## src/rtl/key_step_debounce_if.sv

```systemverilog
// Button/direction bundle between the raw board inputs and the debouncer.
// master: button source and step consumer; slave: the debouncer.
interface key_step_debounce_if;
    logic key_n;
    logic sw_dir;
    logic step;
    logic up;
    logic pressed;

    modport master (
        output key_n,
        output sw_dir,
        input  step,
        input  up,
        input  pressed
    );

    modport slave (
        input  key_n,
        input  sw_dir,
        output step,
        output up,
        output pressed
    );
endinterface

```

## src/rtl/key_step_debounce.sv

```systemverilog
// Debounces KEY[0] into one-cycle step pulses and synchronizes SW[0] into up.
// Optional auto-repeat while held: define KEY_STEP_AUTO_REPEAT_EN.
module key_step_debounce #(
    parameter int STABLE_CYCLES = 16,
    parameter int CNT_W         = 10,
    parameter int REPEAT_CYCLES = 64
) (
    input logic               clk,
    input logic               reset,
    key_step_debounce_if.slave bus
);

    typedef enum logic [1:0] {
        IDLE,
        PRESS_WAIT,
        HELD,
        RELEASE_WAIT
    } state_t;

    localparam logic [CNT_W-1:0] STABLE_LAST = CNT_W'(STABLE_CYCLES - 1);

    // Reject parameter sets where the counters could not reach their terminal value.
    generate
        if (STABLE_CYCLES < 2 || STABLE_CYCLES > 1023 || (1 << CNT_W) <= STABLE_CYCLES
            || (1 << CNT_W) <= REPEAT_CYCLES || REPEAT_CYCLES < 1) begin : g_bad_params
            $error("key_step_debounce: illegal STABLE_CYCLES/REPEAT_CYCLES/CNT_W combination");
        end
    endgenerate

    logic [1:0]       key_sync_reg;
    logic [1:0]       dir_sync_reg;
    logic             up_reg;
    logic             key_s;
    logic             dir_s;

    state_t           state_reg, state_next;
    logic [CNT_W-1:0] cnt_reg, cnt_next;
    logic             step_reg, step_next;
    logic             pressed_reg, pressed_next;

    assign key_s = key_sync_reg[1];
    assign dir_s = dir_sync_reg[1];

    // Key chain idles at 1 (released) so reset never looks like a press.
    always_ff @(posedge clk or negedge reset) begin
        if (!reset) begin
            key_sync_reg <= 2'b11;
            dir_sync_reg <= 2'b00;
            up_reg       <= 1'b1;
        end else begin
            key_sync_reg <= {key_sync_reg[0], bus.key_n};
            dir_sync_reg <= {dir_sync_reg[0], bus.sw_dir};
            up_reg       <= ~dir_s;
        end
    end

`ifdef KEY_STEP_AUTO_REPEAT_EN
    localparam logic [CNT_W-1:0] REPEAT_LAST = CNT_W'(REPEAT_CYCLES - 1);
    logic [CNT_W-1:0] rpt_reg, rpt_next;
`endif

    always_ff @(posedge clk or negedge reset) begin
        if (!reset) begin
            state_reg   <= IDLE;
            cnt_reg     <= '0;
            step_reg    <= 1'b0;
            pressed_reg <= 1'b0;
`ifdef KEY_STEP_AUTO_REPEAT_EN
            rpt_reg     <= '0;
`endif
        end else begin
            state_reg   <= state_next;
            cnt_reg     <= cnt_next;
            step_reg    <= step_next;
            pressed_reg <= pressed_next;
`ifdef KEY_STEP_AUTO_REPEAT_EN
            rpt_reg     <= rpt_next;
`endif
        end
    end

    always_comb begin
        state_next   = state_reg;
        cnt_next     = cnt_reg;
        step_next    = 1'b0;
        pressed_next = pressed_reg;
`ifdef KEY_STEP_AUTO_REPEAT_EN
        rpt_next     = rpt_reg;
`endif
        case (state_reg)
            IDLE: begin
                if (!key_s) begin
                    state_next = PRESS_WAIT;
                    cnt_next   = '0;
                end
            end
            PRESS_WAIT: begin
                if (key_s) begin
                    state_next = IDLE;
                    cnt_next   = '0;
                end else if (cnt_reg == STABLE_LAST) begin
                    state_next   = HELD;
                    step_next    = 1'b1;
                    pressed_next = 1'b1;
`ifdef KEY_STEP_AUTO_REPEAT_EN
                    rpt_next     = '0;
`endif
                end else begin
                    cnt_next = cnt_reg + 1'b1;
                end
            end
            HELD: begin
                if (key_s) begin
                    state_next = RELEASE_WAIT;
                    cnt_next   = '0;
`ifdef KEY_STEP_AUTO_REPEAT_EN
                    rpt_next   = '0;
                end else if (rpt_reg == REPEAT_LAST) begin
                    step_next = 1'b1;
                    rpt_next  = '0;
                end else begin
                    rpt_next = rpt_reg + 1'b1;
`endif
                end
            end
            RELEASE_WAIT: begin
                // A key that drops back low is the same press: no new step.
                if (!key_s) begin
                    state_next = HELD;
                    cnt_next   = '0;
`ifdef KEY_STEP_AUTO_REPEAT_EN
                    rpt_next   = '0;
`endif
                end else if (cnt_reg == STABLE_LAST) begin
                    state_next   = IDLE;
                    pressed_next = 1'b0;
                end else begin
                    cnt_next = cnt_reg + 1'b1;
                end
            end
            default: begin
                state_next = IDLE;
                cnt_next   = '0;
            end
        endcase
    end

    assign bus.step    = step_reg;
    assign bus.pressed = pressed_reg;
    assign bus.up      = up_reg;

endmodule

```

## src/flat_wrapper.sv

```systemverilog
// flat-port wrapper written by rule: the top's interface ports become plain ports
module key_step_debounce_flat 
#(
    parameter int STABLE_CYCLES = 16,
    parameter int CNT_W         = 10,
    parameter int REPEAT_CYCLES = 64
)
  (clk, reset, bus_key_n, bus_sw_dir, bus_step, bus_up, bus_pressed);
  key_step_debounce_if bus_i ();
  input logic clk;
  input logic reset;
  input wire logic [$bits(bus_i.key_n)-1:0] bus_key_n;
  input wire logic [$bits(bus_i.sw_dir)-1:0] bus_sw_dir;
  output wire logic [$bits(bus_i.step)-1:0] bus_step;
  output wire logic [$bits(bus_i.up)-1:0] bus_up;
  output wire logic [$bits(bus_i.pressed)-1:0] bus_pressed;
  assign bus_i.key_n = bus_key_n;
  assign bus_i.sw_dir = bus_sw_dir;
  assign bus_step = bus_i.step;
  assign bus_up = bus_i.up;
  assign bus_pressed = bus_i.pressed;
  key_step_debounce #(.STABLE_CYCLES(STABLE_CYCLES), .CNT_W(CNT_W), .REPEAT_CYCLES(REPEAT_CYCLES)) u_core (.clk(clk), .reset(reset), .bus(bus_i));
endmodule
```

## config.mk

```make
export PLATFORM = sky130hd
export DESIGN_NAME = key_step_debounce_flat
export DESIGN_NICKNAME = d
export VERILOG_FILES = /design/src/rtl/key_step_debounce_if.sv /design/src/rtl/key_step_debounce.sv /design/src/flat_wrapper.sv
export SDC_FILE = /design/constraint.sdc
export NUM_CORES = 1
export LEC_CHECK = 0
export CORE_ASPECT_RATIO = 0.9
export CORE_UTILIZATION = 59
export CTS_CLUSTER_SIZE = 8
export DETAILED_ROUTE_END_ITERATION = 6
export PLACE_DENSITY_LB_ADDON = 0.05
export SLEW_MARGIN = 5
export SYNTH_ARGS = -nofsm -noshare
export SYNTH_HDL_FRONTEND = slang
export SYNTH_SLANG_ARGS = --single-unit
```

## constraint.sdc

```tcl
create_clock -name clk -period 2.35 [get_ports clk]
set_input_delay 0.705 -clock clk [delete_from_list [all_inputs] [get_ports clk]]
set_output_delay 0.705 -clock clk [all_outputs]
set_load 0.05 [all_outputs]
```

==> After elaboration in Yosys (flattened, before gate mapping) <==
Index checks and enable logic that the tools add are counted.
{ "word_totals": {"reg_bits": 19, "inputBits": 4, "out_inout_bits": 3} }
{ "op_classes": {"addsub": 1, "n_eq_ne": 12, "muxes": 21, "bitwise": 1, "reduce_logical": 5} }
{ "op_table": {"columns": ["operator", "n"], "rows": [
  ["$mux W10", 5],
  ["$pmux W10 S4", 1],
  ["$mux W2", 6],
  ["$add A10 B1 Y10 const B", 1],
  ["$eq A10 B4 Y1 const B", 1],
  ["$ne A2 B1 Y1 const B", 4],
  ["$pmux W2 S4", 1],
  ["$mux W1", 7],
  ["$reduce_and A5 Y1", 1],
  ["$eq A2 B2 Y1 const B", 2],
  ["$ne A2 B2 Y1 const B", 2],
  ["$reduce_and A4 Y1", 1],
  ["$ne A3 B1 Y1 const B", 1],
  ["$ne A3 B3 Y1 const B", 1],
  ["$eq A2 B1 Y1 const B", 1],
  ["$logic_not A2 Y1", 1],
  ["$pmux W1 S2", 1],
  ["$reduce_and A2 Y1", 1],
  ["$reduce_bool A2 Y1", 1],
  ["$not A1 Y1", 1]
]} }

==> Logic depth before layout (Yosys ltp) <==
{ "logic_depth": {"word_depth": 4, "ltp_mapped": 5, "mapped_depth_nobuf": 5} }

==> Worst setup path after synthesis <==
OpenSTA, ideal clock, no wires.
{ "synth_timing": {"path_type": "reg-to-reg", "from": "register u_core.cnt_reg[0]", "to": "register u_core.cnt_reg[6]", "t_arrival_ns": 1.443, "required_time_ns": 2.273, "slack_ns": 0.830, "stages_incl_launch_ff": 6, "period_less_slack_ns": 1.520, "path_cell_list": "dfrtp_1 ha_1 and3_1 and3_4 o311a_1 a21oi_1"} }
{ "synth_between": {"elab_chain_cells": 4} }
{ "synth_lines": {"columns": ["element", "line", "source"], "rows": [
  ["start: declaration", "key_step_debounce.sv:37", "logic [CNT_W-1:0] cnt_reg, cnt_next;"],
  ["start signal: assignment", "key_step_debounce.sv:73", "cnt_reg <= cnt_next;"],
  ["$add A10 B1 Y10 / $eq A10 B4 Y1 (equally long branches)", null, null],
  ["$mux W10 (*)", "key_step_debounce.sv:101, key_step_debounce.sv:134", null],
  ["$mux W10 (on tied branches)", "key_step_debounce.sv:128, key_step_debounce.sv:98", null],
  ["$pmux W10 S4 (*)", "key_step_debounce.sv:90", "case (state_reg)"]
]} }
Mark *: on every way between the ends. The rest lies on a longest branch, timed or not.
A chain may end at the register's enable or synchronous reset.

==> Worst setup path after layout <==
{ "layout_timing": {"from": "register u_core.pressed_reg (netlist: u_core.bus.pressed)", "to": "output port bus_pressed"} }
{ "layout_rtl": {"columns": ["element", "line", "source"], "rows": [
  ["start: declaration", "key_step_debounce.sv:39", "logic pressed_reg, pressed_next;"],
  ["start signal: assignment", "key_step_debounce.sv:75", "pressed_reg <= pressed_next;"],
  ["end: declaration", "flat_wrapper.sv:16", "output wire logic [$bits(bus_i.pressed)-1:0] bus_pressed;"]
]} }
No word-level cell between the ends.

==> impl_metrics.json <==
{
  "detail-route-antenna-nets": 0,
  "placementRows": 12,
  "achievable-frequency_mhz": 462,
  "timing.final.setup_violations": 0,
  "area_growth_pct": 11.8,
  "period_minus_slack_ns": 2.17,
  "static-leakage-power_nw": 0.433,
  "worstHoldPathType": "flip-flop to flip-flop",
  "h-tree-depth": 1,
  "io_buffers": 6,
  "synthesis.area_sq_um": 892,
  "timing.final.hold_violations": 0,
  "routabilityCongestion": 0.871,
  "power_density_mw_per_mm2": 541,
  "tightestPinTransition_ns": 0.491,
  "netlist_instances": 86,
  "slowest_stage": "sky130_fd_sc_hd__clkdlybuf4s50_1",
  "timing.reg2reg.worst_path_depth": 5,
  "post_syn_nets": 91,
  "cts_setup_buffers": 0,
  "die-height_um": 38.9,
  "routed_wl_um": 1500,
  "period_share_pct": 92.2,
  "nNetsFinal": 102,
  "maxCapViolations": 0,
  "clock_path_buffers": 2,
  "critPathTopFamily": "buffers and inverters",
  "timing.slew.headroom_pct": 67.2,
  "grt_antenna_before_repair": 0,
  "grt_overflow": 0,
  "finalHoldWorstSlack_ns": 0.363,
  "post-route-drc-count": 0,
  "drt_first_iter_violations": 29,
  "setup_total_negative_slack_ns": 0,
  "crit_type": "flip-flop to output pin",
  "final_design_area_no_fill_sq_um": 997,
  "synth_edf_count": 0,
  "cp-end-kind": "output pin",
  "global_route.usage.total_pct": 22.1,
  "rsz0062_at_grt": "false",
  "ys.warnings.count": 0,
  "clock-skew-final_ns": 0.00244,
  "yosys.cell_types.count": 32,
  "placedInstanceArea_sq_um": 970,
  "largest_vdd_supply_drop_v": 0.000561,
  "final-max-slew-violation-count": 0,
  "hpwl_after_detailed_placement_um": 1170,
  "result_of_the_run": "finished clean",
  "worst_setup_path_endpoint": "bus_pressed",
  "largest_register_ffs": 10,
  "clk-insertion-delay-late_ns": 0.29,
  "numClockSinks": 19,
  "fp.dieArea_sq_mm": 0.00167,
  "startpoint_type": "flip-flop",
  "first_global_vias": 622,
  "floorplan.die.width_um": 43.0,
  "floorplan.io_pins": 7,
  "timing.rr.end": "u_core.cnt_reg[6]",
  "ctsResizeCount": 0,
  "clockRootBuffer": "sky130_fd_sc_hd__clkbuf_4",
  "avgViaCountPerCell": 6.12,
  "crit_arrival_ns": 1.46,
  "crit_chain": "clkdlybuf4s50_1",
  "grt_start_max_net_pins": 20,
  "asyncSetResetFlopFracSynth_pct": 100,
  "cp_num_cells": 1,
  "post_drt_wl_per_cell_um": 13.7,
  "syn_area_per_cell_sq_um": 10.4,
  "ys_seq_elements": 19,
  "route.vias.total": 673,
  "core-area_sq_mm": 0.00132,
  "timing.critical_path.from": "u_core.bus.pressed",
  "cp_num_buf_inv": 1,
  "final_cell_mix": "16 x sky130_fd_sc_hd__dfrtp_1, 11 x sky130_fd_sc_hd__nand2_1, 6 x sky130_fd_sc_hd__nor2_1, 6 x sky130_fd_sc_hd__nor3_1",
  "tritoncts.num_buffers": 3,
  "max_stage_delay_ns": 0.80,
  "commonest_non_fill_non_tap_cell_in_the_layout": "sky130_fd_sc_hd__dfrtp_1",
  "worst_reg2reg_setup_slack_ns": 0.67,
  "synth-seq-area-share_pct": 53.7,
  "path_clk_slew_ns": 0.10,
  "worstPathRequired_ns": 1.64,
  "diodes": 0,
  "worstReg2RegStart": "u_core.cnt_reg[0]",
  "tritoncts": "yes",
  "post_route_cells_drive_above_1_share_pct": 16.7,
  "drtPass1Iterations": 4,
  "grt_pass1_wl_um": 2590,
  "initial_core_util_pct": 67.5,
  "cts_hold_buffers": 0,
  "ys.flop_type": "sky130_fd_sc_hd__dfrtp_1",
  "critical_path.max_fanout": 3
}
final cells by class:
type | instances | area, sq um
Inverter | 5 | 18.8
Sequential cell | 19 | 479
Timing Repair Buffer | 7 | 65.1
Tap cell | 14 | 17.5
Multi-Input combinational cell | 61 | 389
Fill cell | 78 | 324
Clock buffer | 3 | 22.5
Clock inverter | 1 | 5.00
synth_stat cells (2+ instances only):
| cell type | instances | area share, % |
|---|---|---|
| sky130_fd_sc_hd__dfrtp_1 | 16 | 45 |
| sky130_fd_sc_hd__inv_1 | 5 | 2.1 |
| sky130_fd_sc_hd__and3_1 | 3 | 2.1 |
| sky130_fd_sc_hd__nand3_1 | 2 | 1.1 |
| sky130_fd_sc_hd__nor3_1 | 6 | 3.4 |
| sky130_fd_sc_hd__a22o_1 | 2 | 2.0 |
| sky130_fd_sc_hd__and2_1 | 2 | 1.4 |
| sky130_fd_sc_hd__dfstp_2 | 3 | 8.8 |
| sky130_fd_sc_hd__xnor2_1 | 2 | 2.0 |
| sky130_fd_sc_hd__a21oi_1 | 4 | 2.2 |
| sky130_fd_sc_hd__o21ai_1 | 4 | 2.2 |
| sky130_fd_sc_hd__o22ai_1 | 2 | 1.4 |
| sky130_fd_sc_hd__nand2_1 | 11 | 4.6 |
| sky130_fd_sc_hd__nor2_1 | 6 | 2.5 |
how the worst min path moves through the flow:
stage | start | endpoint | slack (ns) | depth (start not counted)
2_1_floorplan | u_core.dir_sync_reg[0] | u_core.dir_sync_reg[1] | 0.33 | 0
3_3_place_gp | u_core.dir_sync_reg[0] | u_core.dir_sync_reg[1] | 0.34 | 0
3_5_place_dp | u_core.dir_sync_reg[0] | u_core.dir_sync_reg[1] | 0.35 | 0
4_1_cts | u_core.key_sync_reg[0] | u_core.key_sync_reg[1] | 0.37 | 0
5_1_grt | u_core.key_sync_reg[0] | u_core.key_sync_reg[1] | 0.37 | 0
6_report | u_core.dir_sync_reg[1] | u_core.bus.up | 0.36 | 1
worst register-to-register path, delay by kind of cell, from the launching register on:
family          cells  cell delay (ns)
compound gates      2             0.48
flops               1             0.43
simple gates        2             0.43
fa+ha+maj           1             0.26
report_power, final:
group / switching (mW) / total, mW / internal (mW)
registers: 0.00726 / 0.344 / 0.337
logic: 0.0235 / 0.0389 / 0.0154
clock network: 0.0928 / 0.156 / 0.0633
per-stage QoR:
| step | power [mW] | setup slack, ns | util [%] | cells |
|---|---|---|---|---|
| finish | 0.539 | 0.184 | 75.5 | 110 |
| global placement | 0.389 | 0.516 | 73.4 | 106 |
| detailed placement | 0.390 | 0.503 | 73.4 | 106 |
| global route | 0.565 | 0.125 | 75.5 | 110 |
| floorplan | 0.372 | 0.830 | - | 86 |
| CTS | 0.545 | 0.171 | 75.5 | 110 |
kinds of logic (layout without fill, tap and decap cells):
kind of cell	Yosys count	in the layout	synth area share [%]
multiplexers	1	1	1.12
AO/OA/AOI/OAI	18	18	13.2
buffers and inverters	6	16	2.66
flip-flops	19	19	53.7
AND/OR/NAND/NOR	38	38	24.1
XOR/XNOR	3	3	3.79
adder cells (fa/ha/maj)	1	1	1.40
metal layers:
layer / vias up / global-route usage [%] / share of wire, %
li1: 323 / - / -
met1: 330 / 27.3 / 47
met2: 18 / 38.3 / 47
met3: 2 / 5.61 / 5.5
met4: 0 / 7.58 / 0.53
met5: - / 0 / 0
(Power assumes the default switching activity.)
